--- config.mk ---
export PLATFORM = sky130hd
export DESIGN_NAME = bus_arbiter_rr_flat
export DESIGN_NICKNAME = d
export VERILOG_FILES = /design/src/rtl/bus_arbiter_rr_pkg.sv /design/src/rtl/bus_arbiter_rr_if.sv /design/src/rtl/bus_arbiter_rr_pick.sv /design/src/rtl/bus_arbiter_rr.sv /design/src/flat_wrapper.sv
export SDC_FILE = /design/constraint.sdc
export NUM_CORES = 1
export LEC_CHECK = 0
export BUFFER_PORTS_ARGS = -buffer_cell sky130_fd_sc_hd__buf_2
export CAP_MARGIN = 20
export CORE_MARGIN = 10
export CORE_UTILIZATION = 25
export DETAILED_ROUTE_END_ITERATION = 10
export PLACE_DENSITY = 0.5
export SYNTH_ARGS = -nofsm -noshare
export SYNTH_HDL_FRONTEND = slang
export SYNTH_SLANG_ARGS = --single-unit
--- constraint.sdc ---
create_clock -name clk -period 2.8 [get_ports clk]
set_input_delay 0.28 -clock clk [delete_from_list [all_inputs] [get_ports clk]]
set_output_delay 0.28 -clock clk [all_outputs]
set_load 0.1 [all_outputs]
--- src/rtl/bus_arbiter_rr_pkg.sv ---
// bus_arb_pkg: shared state encoding and requester indices for the bus arbiters
package bus_arb_pkg;

    typedef enum logic [1:0] {
        IDLE,
        GRANTED,
        BUSY,
        RELEASE
    } arb_state_t;

    localparam int REQ_VA_PA      = 0;
    localparam int REQ_ADDR_DATA  = 1;
    localparam int REQ_STORE_DATA = 2;

endpackage

--- src/rtl/bus_arbiter_rr_if.sv ---
// bus_arb_if: request/busy inputs and grant outputs of the shared memory bus arbiter
interface bus_arb_if #(
    parameter int NUM_REQ  = 3,
    parameter int ID_WIDTH = 2
);
    logic [NUM_REQ-1:0]  in_reqcyc;
    logic                in_bus_busy;
    logic [NUM_REQ-1:0]  out_grant;
    logic                out_grant_valid;
    logic [ID_WIDTH-1:0] out_grant_id;
    logic                out_timeout;

    modport master (
        input  in_reqcyc, in_bus_busy,
        output out_grant, out_grant_valid, out_grant_id, out_timeout
    );

    modport slave (
        output in_reqcyc, in_bus_busy,
        input  out_grant, out_grant_valid, out_grant_id, out_timeout
    );
endinterface

--- src/rtl/bus_arbiter_rr_pick.sv ---
// rr_pick: first requester after i_last in circular order, with a found flag
module rr_pick #(
    parameter int NUM_REQ  = 3,
    parameter int ID_WIDTH = 2
) (
    input  logic [NUM_REQ-1:0]  i_req,
    input  logic [ID_WIDTH-1:0] i_last,
    output logic [ID_WIDTH-1:0] o_winner,
    output logic                o_found
);
    // scan from the farthest slot back to the nearest so the nearest set bit wins
    always_comb begin
        o_winner = '0;
        o_found  = 1'b0;
        for (int k = NUM_REQ; k >= 1; k--) begin
            if (i_req[(int'(i_last) + k) % NUM_REQ]) begin
                o_winner = ID_WIDTH'((int'(i_last) + k) % NUM_REQ);
                o_found  = 1'b1;
            end
        end
    end
endmodule

--- src/rtl/bus_arbiter_rr.sv ---
// bus_arbiter_rr: round-robin single-grant arbiter with grant timeout and turnaround cycle
import bus_arb_pkg::*;

module bus_arbiter_rr #(
    parameter int NUM_REQ       = 3,
    parameter int ID_WIDTH      = 2,
    parameter int GRANT_TIMEOUT = 16,
    parameter int PRIO0_ENABLE  = 1
) (
    input  logic      clk,
    input  logic      reset,
    bus_arb_if.master bus
);
    localparam int CW = $clog2(GRANT_TIMEOUT) + 1;

    arb_state_t          r_state;
    logic [NUM_REQ-1:0]  r_grant;
    logic                r_valid;
    logic [ID_WIDTH-1:0] r_id;
    logic [ID_WIDTH-1:0] r_last;
    logic                r_timeout;
    logic [CW-1:0]       r_wait;

    logic [ID_WIDTH-1:0] w_pick;
    logic                w_found;
    logic [ID_WIDTH-1:0] w_winner;
    logic                w_req_held;
    logic                w_tc;

    rr_pick #(.NUM_REQ(NUM_REQ), .ID_WIDTH(ID_WIDTH)) u_pick (
        .i_req    (bus.in_reqcyc),
        .i_last   (r_last),
        .o_winner (w_pick),
        .o_found  (w_found)
    );

    // the page walker bypasses round-robin when absolute priority is enabled
    assign w_winner   = (PRIO0_ENABLE != 0 && bus.in_reqcyc[REQ_VA_PA]) ? ID_WIDTH'(REQ_VA_PA) : w_pick;
    assign w_req_held = bus.in_reqcyc[r_id];
    assign w_tc       = r_wait == CW'(GRANT_TIMEOUT - 1);

    // grant FSM: arbitrate in IDLE, hold through GRANTED/BUSY, one dead cycle in RELEASE
    always_ff @(posedge clk or posedge reset) begin
        if (reset) begin
            r_state   <= IDLE;
            r_grant   <= '0;
            r_valid   <= 1'b0;
            r_id      <= '0;
            r_last    <= ID_WIDTH'(NUM_REQ - 1);
            r_timeout <= 1'b0;
            r_wait    <= '0;
        end else begin
            r_timeout <= 1'b0;
            case (r_state)
                IDLE: if (w_found && !bus.in_bus_busy) begin
                    r_grant <= NUM_REQ'(1) << w_winner;
                    r_valid <= 1'b1;
                    r_id    <= w_winner;
                    r_last  <= w_winner;
                    r_wait  <= '0;
                    r_state <= GRANTED;
                end
                GRANTED: if (bus.in_bus_busy) begin
                    r_state <= BUSY;
                end else if (!w_req_held || w_tc) begin
                    r_grant   <= '0;
                    r_valid   <= 1'b0;
                    r_id      <= '0;
                    r_timeout <= w_req_held;
                    r_state   <= RELEASE;
                end else begin
                    r_wait <= r_wait + CW'(1);
                end
                BUSY: if (!bus.in_bus_busy) begin
                    r_grant <= '0;
                    r_valid <= 1'b0;
                    r_id    <= '0;
                    r_state <= RELEASE;
                end
                default: r_state <= IDLE;
            endcase
        end
    end

    assign bus.out_grant       = r_grant;
    assign bus.out_grant_valid = r_valid;
    assign bus.out_grant_id    = r_id;
    assign bus.out_timeout     = r_timeout;
endmodule

--- src/flat_wrapper.sv ---
// flat-port wrapper written by rule: the top's interface ports become plain ports
module bus_arbiter_rr_flat 
#(
    parameter int NUM_REQ       = 3,
    parameter int ID_WIDTH      = 2,
    parameter int GRANT_TIMEOUT = 16,
    parameter int PRIO0_ENABLE  = 1
)
  (clk, reset, bus_in_reqcyc, bus_in_bus_busy, bus_out_grant, bus_out_grant_valid, bus_out_grant_id, bus_out_timeout);
  bus_arb_if #(.NUM_REQ(NUM_REQ), .ID_WIDTH(ID_WIDTH)) bus_i ();
  input  logic clk;
  input  logic reset;
  input wire logic [$bits(bus_i.in_reqcyc)-1:0] bus_in_reqcyc;
  input wire logic [$bits(bus_i.in_bus_busy)-1:0] bus_in_bus_busy;
  output wire logic [$bits(bus_i.out_grant)-1:0] bus_out_grant;
  output wire logic [$bits(bus_i.out_grant_valid)-1:0] bus_out_grant_valid;
  output wire logic [$bits(bus_i.out_grant_id)-1:0] bus_out_grant_id;
  output wire logic [$bits(bus_i.out_timeout)-1:0] bus_out_timeout;
  assign bus_i.in_reqcyc = bus_in_reqcyc;
  assign bus_i.in_bus_busy = bus_in_bus_busy;
  assign bus_out_grant = bus_i.out_grant;
  assign bus_out_grant_valid = bus_i.out_grant_valid;
  assign bus_out_grant_id = bus_i.out_grant_id;
  assign bus_out_timeout = bus_i.out_timeout;
  bus_arbiter_rr #(.NUM_REQ(NUM_REQ), .ID_WIDTH(ID_WIDTH), .GRANT_TIMEOUT(GRANT_TIMEOUT), .PRIO0_ENABLE(PRIO0_ENABLE)) u_core (.clk(clk), .reset(reset), .bus(bus_i));
endmodule
Word level (Yosys, flattened, before mapping)
Cells that the tools add are included.
- flip-flop bits (word level): 16
- word-level logic and storage cells: 84
- input bits: 6
- output and inout bits: 7
- div/mod/pow operators: 3
- eq/ne operators: 9
- multiplexer cells: 45
- add/sub/neg operators: 4
- $lt $le $gt $ge: 4
- shift-type cells: 1
- reductions and logical operators: 11
- operators by type and width (kind ; count):
    32-bit by 4-bit less-than comparator with 1-bit output (second input constant) ; 3
    32-bit by 3-bit remainder unit with 32-bit output (second input constant) ; 3
    2-bit 2-to-1 mux ; 12
    1-bit 2-to-1 mux ; 17
    5-bit 2-to-1 mux ; 3
    3-bit 2-to-1 mux ; 4
    2-bit case mux with 3 select lines ; 2
    5-bit case mux with 2 select lines ; 1
    3-bit case mux with 3 select lines ; 1
    1-bit binary-select mux with 2-bit select ; 4
    2-bit by 2-bit adder with 3-bit output (second input constant) ; 2
    2-bit inequality test (second input constant) ; 3
    5-bit by 1-bit adder with 5-bit output (second input constant) ; 1
    5-bit by 4-bit equality test with 1-bit output (second input constant) ; 1
    5-bit AND reduction ; 1
    2-bit by 1-bit inequality test with 1-bit output (second input constant) ; 2
    4-bit AND reduction ; 1
    2-bit by 1-bit adder with 3-bit output (second input constant) ; 1
    2-bit by 3-bit less-than comparator with 1-bit output (second input constant) ; 1
    3-bit by 2-bit inequality test with 1-bit output (second input constant) ; 1
    1-bit case mux with 3 select lines ; 1
    3-bit AND reduction ; 1
    3-bit nonzero test ; 1
    1-bit by 2-bit << shifter with 3-bit output (first input constant) ; 1
    8 further kinds ; 9

Longest topological paths before layout
- depth in word-level cells: 12
- gate-level depth with buffers: 9
- depth with buffers taken out: 8

By module
A second synthesis with hierarchy kept.
- cells, all modules: 121
- area, all modules: 1129.8 sq um
- by module, submodules not included (module ; cells an instance ; seq. area each (sq um) ; instances ; area each (sq um)):
    bus_arbiter_rr ; 94 ; 401.6 ; 1 ; 938.4
    rr_pick ; 27 ; 0.0 ; 1 ; 191.4

Least setup slack after synthesis
No wires, ideal clock.
- path type: reg2reg
- start: register u_core.r_id[1] (netlist: u_core.bus.out_grant_id[1])
- end: register u_core.r_id[1] (netlist: u_core.bus.out_grant_id[1])
- setup slack: 0.324 ns
- path buffers: 1
- cell stages (with the launch flop): 7
- arrival time: 2.354 ns
- data required time: 2.678 ns
- setup time: 0.122 ns
- clock period less this slack: 2.476 ns
- path through: dfrtp_1 -> mux2i_2 -> o22ai_2 -> or3_1 -> or2_0 -> buf_2 -> a22o_2
- word-level cells in the longest chain between the ends: 6
- ends and longest elaborated chain (what ; RTL line ; text):
    start, declared ; bus_arbiter_rr.sv:19 ; logic [ID_WIDTH-1:0] r_id;
    start signal, assigned ; bus_arbiter_rr.sv:58 ; r_id <= w_winner;
    1-bit binary-select mux with 2-bit select ; bus_arbiter_rr.sv:39 ; assign w_req_held = bus.in_reqcyc[r_id];
    1-bit 2-to-1 mux (implied by the code) ; bus_arbiter_rr.sv:39 ;
    1-bit logical NOT ; bus_arbiter_rr.sv:65 ; end else if (!w_req_held || w_tc) begin
    1-bit logical OR ; bus_arbiter_rr.sv:65 ;
    2-bit by 1-bit inequality test with 1-bit output (no source line) ; n/a ;
    5-bit AND reduction (no source line) ; n/a ;
No other way between the ends. The select of a mux whose other input is x is not followed.
A chain may end at the register's enable or synchronous reset.

Final worst setup path
- start: register u_core.r_wait[0]
- end: register u_core.r_id[0] (netlist: u_core.bus.out_grant_id[0])
- word-level cells in the longest chain between the ends: 4
- ends and longest elaborated chain (what ; RTL line ; text):
    start, declared ; bus_arbiter_rr.sv:22 ; logic [CW-1:0] r_wait;
    start signal, assigned ; bus_arbiter_rr.sv:72 ; r_wait <= r_wait + CW'(1);
    5-bit by 4-bit equality test with 1-bit output ; bus_arbiter_rr.sv:40 ; assign w_tc = r_wait == CW'(GRANT_TIMEOUT - 1);
    1-bit logical OR ; bus_arbiter_rr.sv:65 ;
    2-bit by 1-bit inequality test with 1-bit output (no source line) ; n/a ;
    5-bit AND reduction (no source line) ; n/a ;
No other way between the ends.

==> insert_results.sql <==
INSERT INTO impl_metrics (metric_group, metric, value, unit) VALUES
('status', 'run_status', 'finished, final reports clean', ''),
('power_and_ir_drop', 'p_comb_share', '59.9', '%'),
('final_layout', 'most-common-layout-cells', 'dfrtp_1 (15), buf_2 (12), inv_1 (9), nor2_1 (8), ha_1 (8)', ''),
('timing', 'timing.setup.tns', '0', 'ns'),
('critical_path', 'r2r-start', 'u_core.r_wait[0]$_DFFE_PP0P_', ''),
('synth', 'ys_dominant_reg_cell', 'dfrtp_1', ''),
('final_layout', 'n_antenna_cell', '0', ''),
('power_and_ir_drop', 'power.ir.vdd_worst', '0.502', 'mV'),
('power_and_ir_drop', 'switching_share', '51.2', '%'),
('timing', 'post-route-min-period', '2.44', 'ns'),
('final_layout', 'post_route_cells_drive_above_1_share', '26.4', '%'),
('critical_path', 'critPathBufInv', '0', ''),
('timing', 'worst_clock_skew', '0.00834', 'ns'),
('critical_path', 'crit_type', 'register to register', ''),
('route', 'detail_route.wl_per_cell', '13.8', 'microns'),
('critical_path', 'worstPathCellList', 'ha_1 -> and3_1 -> ha_1 -> or3b_1 -> o22ai_2 -> or3_1 -> or2_0 -> a22o_2', ''),
('clock_tree', 'cts_resized', '0', ''),
('power_and_ir_drop', 'p_leak', '0.609', 'nW'),
('clock_tree', 'clkTransAtPathRegs', '0.07', 'ns'),
('timing', 'max_freq', '0.411', 'GHz'),
('synth', 'synthesis.nets', '120', ''),
('global_routing', 'vias_in_the_first_global_route', '885', ''),
('critical_path', 'reg2reg_slack', '0.36', 'ns'),
('route', 'dr.pass1.iters', '4', ''),
('critical_path', 'worst_path_max_delay_cell', 'dfrtp_1', ''),
('global_routing', 'grt_util_all_layers', '6.69', '%'),
('critical_path', 'crit_cells', '8', ''),
('timing', 'drv_slew', '0', ''),
('route', 'total_drc_errors_in_the_routed_layout', '0', ''),
('critical_path', 'cpMostUsedCell', 'ha_1', ''),
('place', 'postPlaceCellArea', '1190', 'sq um'),
('synth', 'synthArstFlopShare', '100', '%'),
('timing', 'tightestPinTransition', '0.823', 'ns'),
('route', 'vias', '868', ''),
('timing', 'setup_viol_count_final', '0', ''),
('power_and_ir_drop', 'cellPowerDensity', '1180', 'nW/um^2'),
('route', 'postRouteAntennaNets', '0', ''),
('power_and_ir_drop', 'p_int', '0.000717', 'W'),
('synth', 'yosys.cell_types.count', '41', ''),
('final_layout', 'layout.cells.most_common', 'dfrtp_1', ''),
('power_and_ir_drop', 'pwr-share-clk', '14.1', '%'),
('synth', 'synth_enable_flop_cells', '0', ''),
('global_routing', 'grt_max_degree', '17', ''),
('global_routing', 'antenna_found_initial', '0', ''),
('timing', 'final_period_util', '87.0', '%'),
('power_and_ir_drop', 'net-switching-power', '0.000752', 'W'),
('floorplan', 'pin_count', '13', ''),
('timing', 'setup_slack', '0.365', 'ns'),
('critical_path', 'critical_path.reg2reg.endpoint', 'u_core.bus.out_grant_id[0]$_DFFE_PP0P_', ''),
('timing', 'rsz_0062_raised_after_global_routing', 'false', ''),
('clock_tree', 'later_pin_clock_latency_in_the_skew_report', '0.25', 'ns'),
('floorplan', 'initial_utilization', '26.4', '%'),
('final_layout', 'filler_cell_count', '428', ''),
('synth', 'synth_warnings', '0', ''),
('final_layout', 'design_area', '1250', 'sq um'),
('critical_path', 'crit_end_category', 'register', ''),
('place', 'place_congestion', '0.804', ''),
('clock_tree', 'clockBufferDepth', '2', ''),
('place', 'numPlacedInstances', '167', ''),
('synth', 'post_synth_instance_area', '1070', 'sq um'),
('final_layout', 'finalNetCount', '136', ''),
('synth', 'syn_avg_cell_area', '10.1', 'sq um'),
('synth', 'yosys_register_bits', '16', ''),
('clock_tree', 'cts_root_buf', 'clkbuf_8', ''),
('synth', 'synth_top_area_share', '35.1', '%'),
('critical_path', 'worstRegToRegCells', '8', ''),
('critical_path', 'critical-path-top-delay-family', 'simple AND/OR/NAND/NOR gates', ''),
('final_layout', 'area_growth_syn_to_layout', '16.5', '%'),
('floorplan', 'die_span_x', '85.4', 'microns'),
('critical_path', 'cp_data_required_time', '2.98', 'ns'),
('global_routing', 'grt_remaining_overflow', '0', '');
per-layer routing:
| metal | track usage (%) | vias to the layer above | wire (microns) |
|---|---|---|---|
| li1 | - | 431 | - |
| met3 | 2.01 | 4 | 106 |
| met2 | 10.5 | 15 | 1100 |
| met4 | 2.69 | 0 | 27 |
| met1 | 8.29 | 418 | 1130 |
| met5 | 0 | - | 0 |
through the flow:
step           utilization (%)  hold slack, ns
6_report                  30.7           0.106
5_1_grt                   30.7           0.154
4_1_cts                   30.7           0.129
3_5_place_dp              29.4           0.397
3_3_place_gp              29.4           0.385
2_1_floorplan                -           0.193
final cells by class:
class                      count  area (sq um)  area share, %
tap                           50          62.6           5.02
sequential                    16           402           32.2
multi-input combinational     79           626           50.2
clock buffer                   4          55.1           4.42
timing repair buffer          13          67.6           5.42
inverter                       9          33.8           2.71
cells by family after synthesis:
group / after synthesis / synth area share, %
AOI/OAI and AO/OA: 27 / 22.5
adders and majority gates: 8 / 9.36
buffers and inverters: 11 / 3.98
DFF: 16 / 37.5
muxes: 4 / 4.44
and+or+nand+nor: 40 / 22.2
sequential cells by signal (all words and copies together), names as in the netlist:
name and cells:
u_core.bus.out_grant_valid 1, u_core.r_state 2, u_core.r_last 2, u_core.bus.out_grant_id 2, u_core.bus.out_grant 3, u_core.bus.out_timeout 1, u_core.r_wait 5
power groups by stage:
stage | clock network [W] | registers (W) | logic [W]
after floorplan | 0 | 0.000635 | 0.000473
after global placement | 0 | 0.000383 | 0.000869
after detailed placement | 0 | 0.000387 | 0.000882
after CTS | 0.000209 | 0.000382 | 0.000885
after global routing | 0.000219 | 0.000396 | 0.000968
final | 0.000207 | 0.000383 | 0.000880
worst max-delay path by stage:
stage                                                start                                     end  slack, ns
global route                  u_core.r_wait[0]$_DFFE_PP0P_     u_core.bus.out_grant[1]$_DFFE_PP0P_       0.12
floorplan           u_core.bus.out_grant_id[1]$_DFFE_PP0P_  u_core.bus.out_grant_id[1]$_DFFE_PP0P_       0.32
CTS                           u_core.r_wait[0]$_DFFE_PP0P_            u_core.r_wait[3]$_DFFE_PP0P_       0.36
detailed placement            u_core.r_wait[0]$_DFFE_PP0P_            u_core.r_wait[3]$_DFFE_PP0P_       0.37
finish                        u_core.r_wait[0]$_DFFE_PP0P_  u_core.bus.out_grant_id[0]$_DFFE_PP0P_       0.36
global placement              u_core.r_wait[0]$_DFFE_PP0P_            u_core.r_wait[3]$_DFFE_PP0P_       0.42
synthesized netlist by cell type (all sizes together), types with 2 or more instances:
| cell | instances |
|---|---|
| a211o | 3 |
| nand2b | 2 |
| nor2b | 2 |
| dfrtp | 15 |
| and3 | 6 |
| o21bai | 3 |
| a221o | 2 |
| a22o | 5 |
| nor3 | 6 |
| a21o | 2 |
| o21ai | 3 |
| mux2 | 3 |
| nand3b | 2 |
| a21oi | 2 |
| inv | 9 |
| ha | 8 |
| nand3 | 3 |
| nor3b | 2 |
| a31oi | 2 |
| nor2 | 8 |
| or3 | 2 |
(Power assumes the default switching activity.)
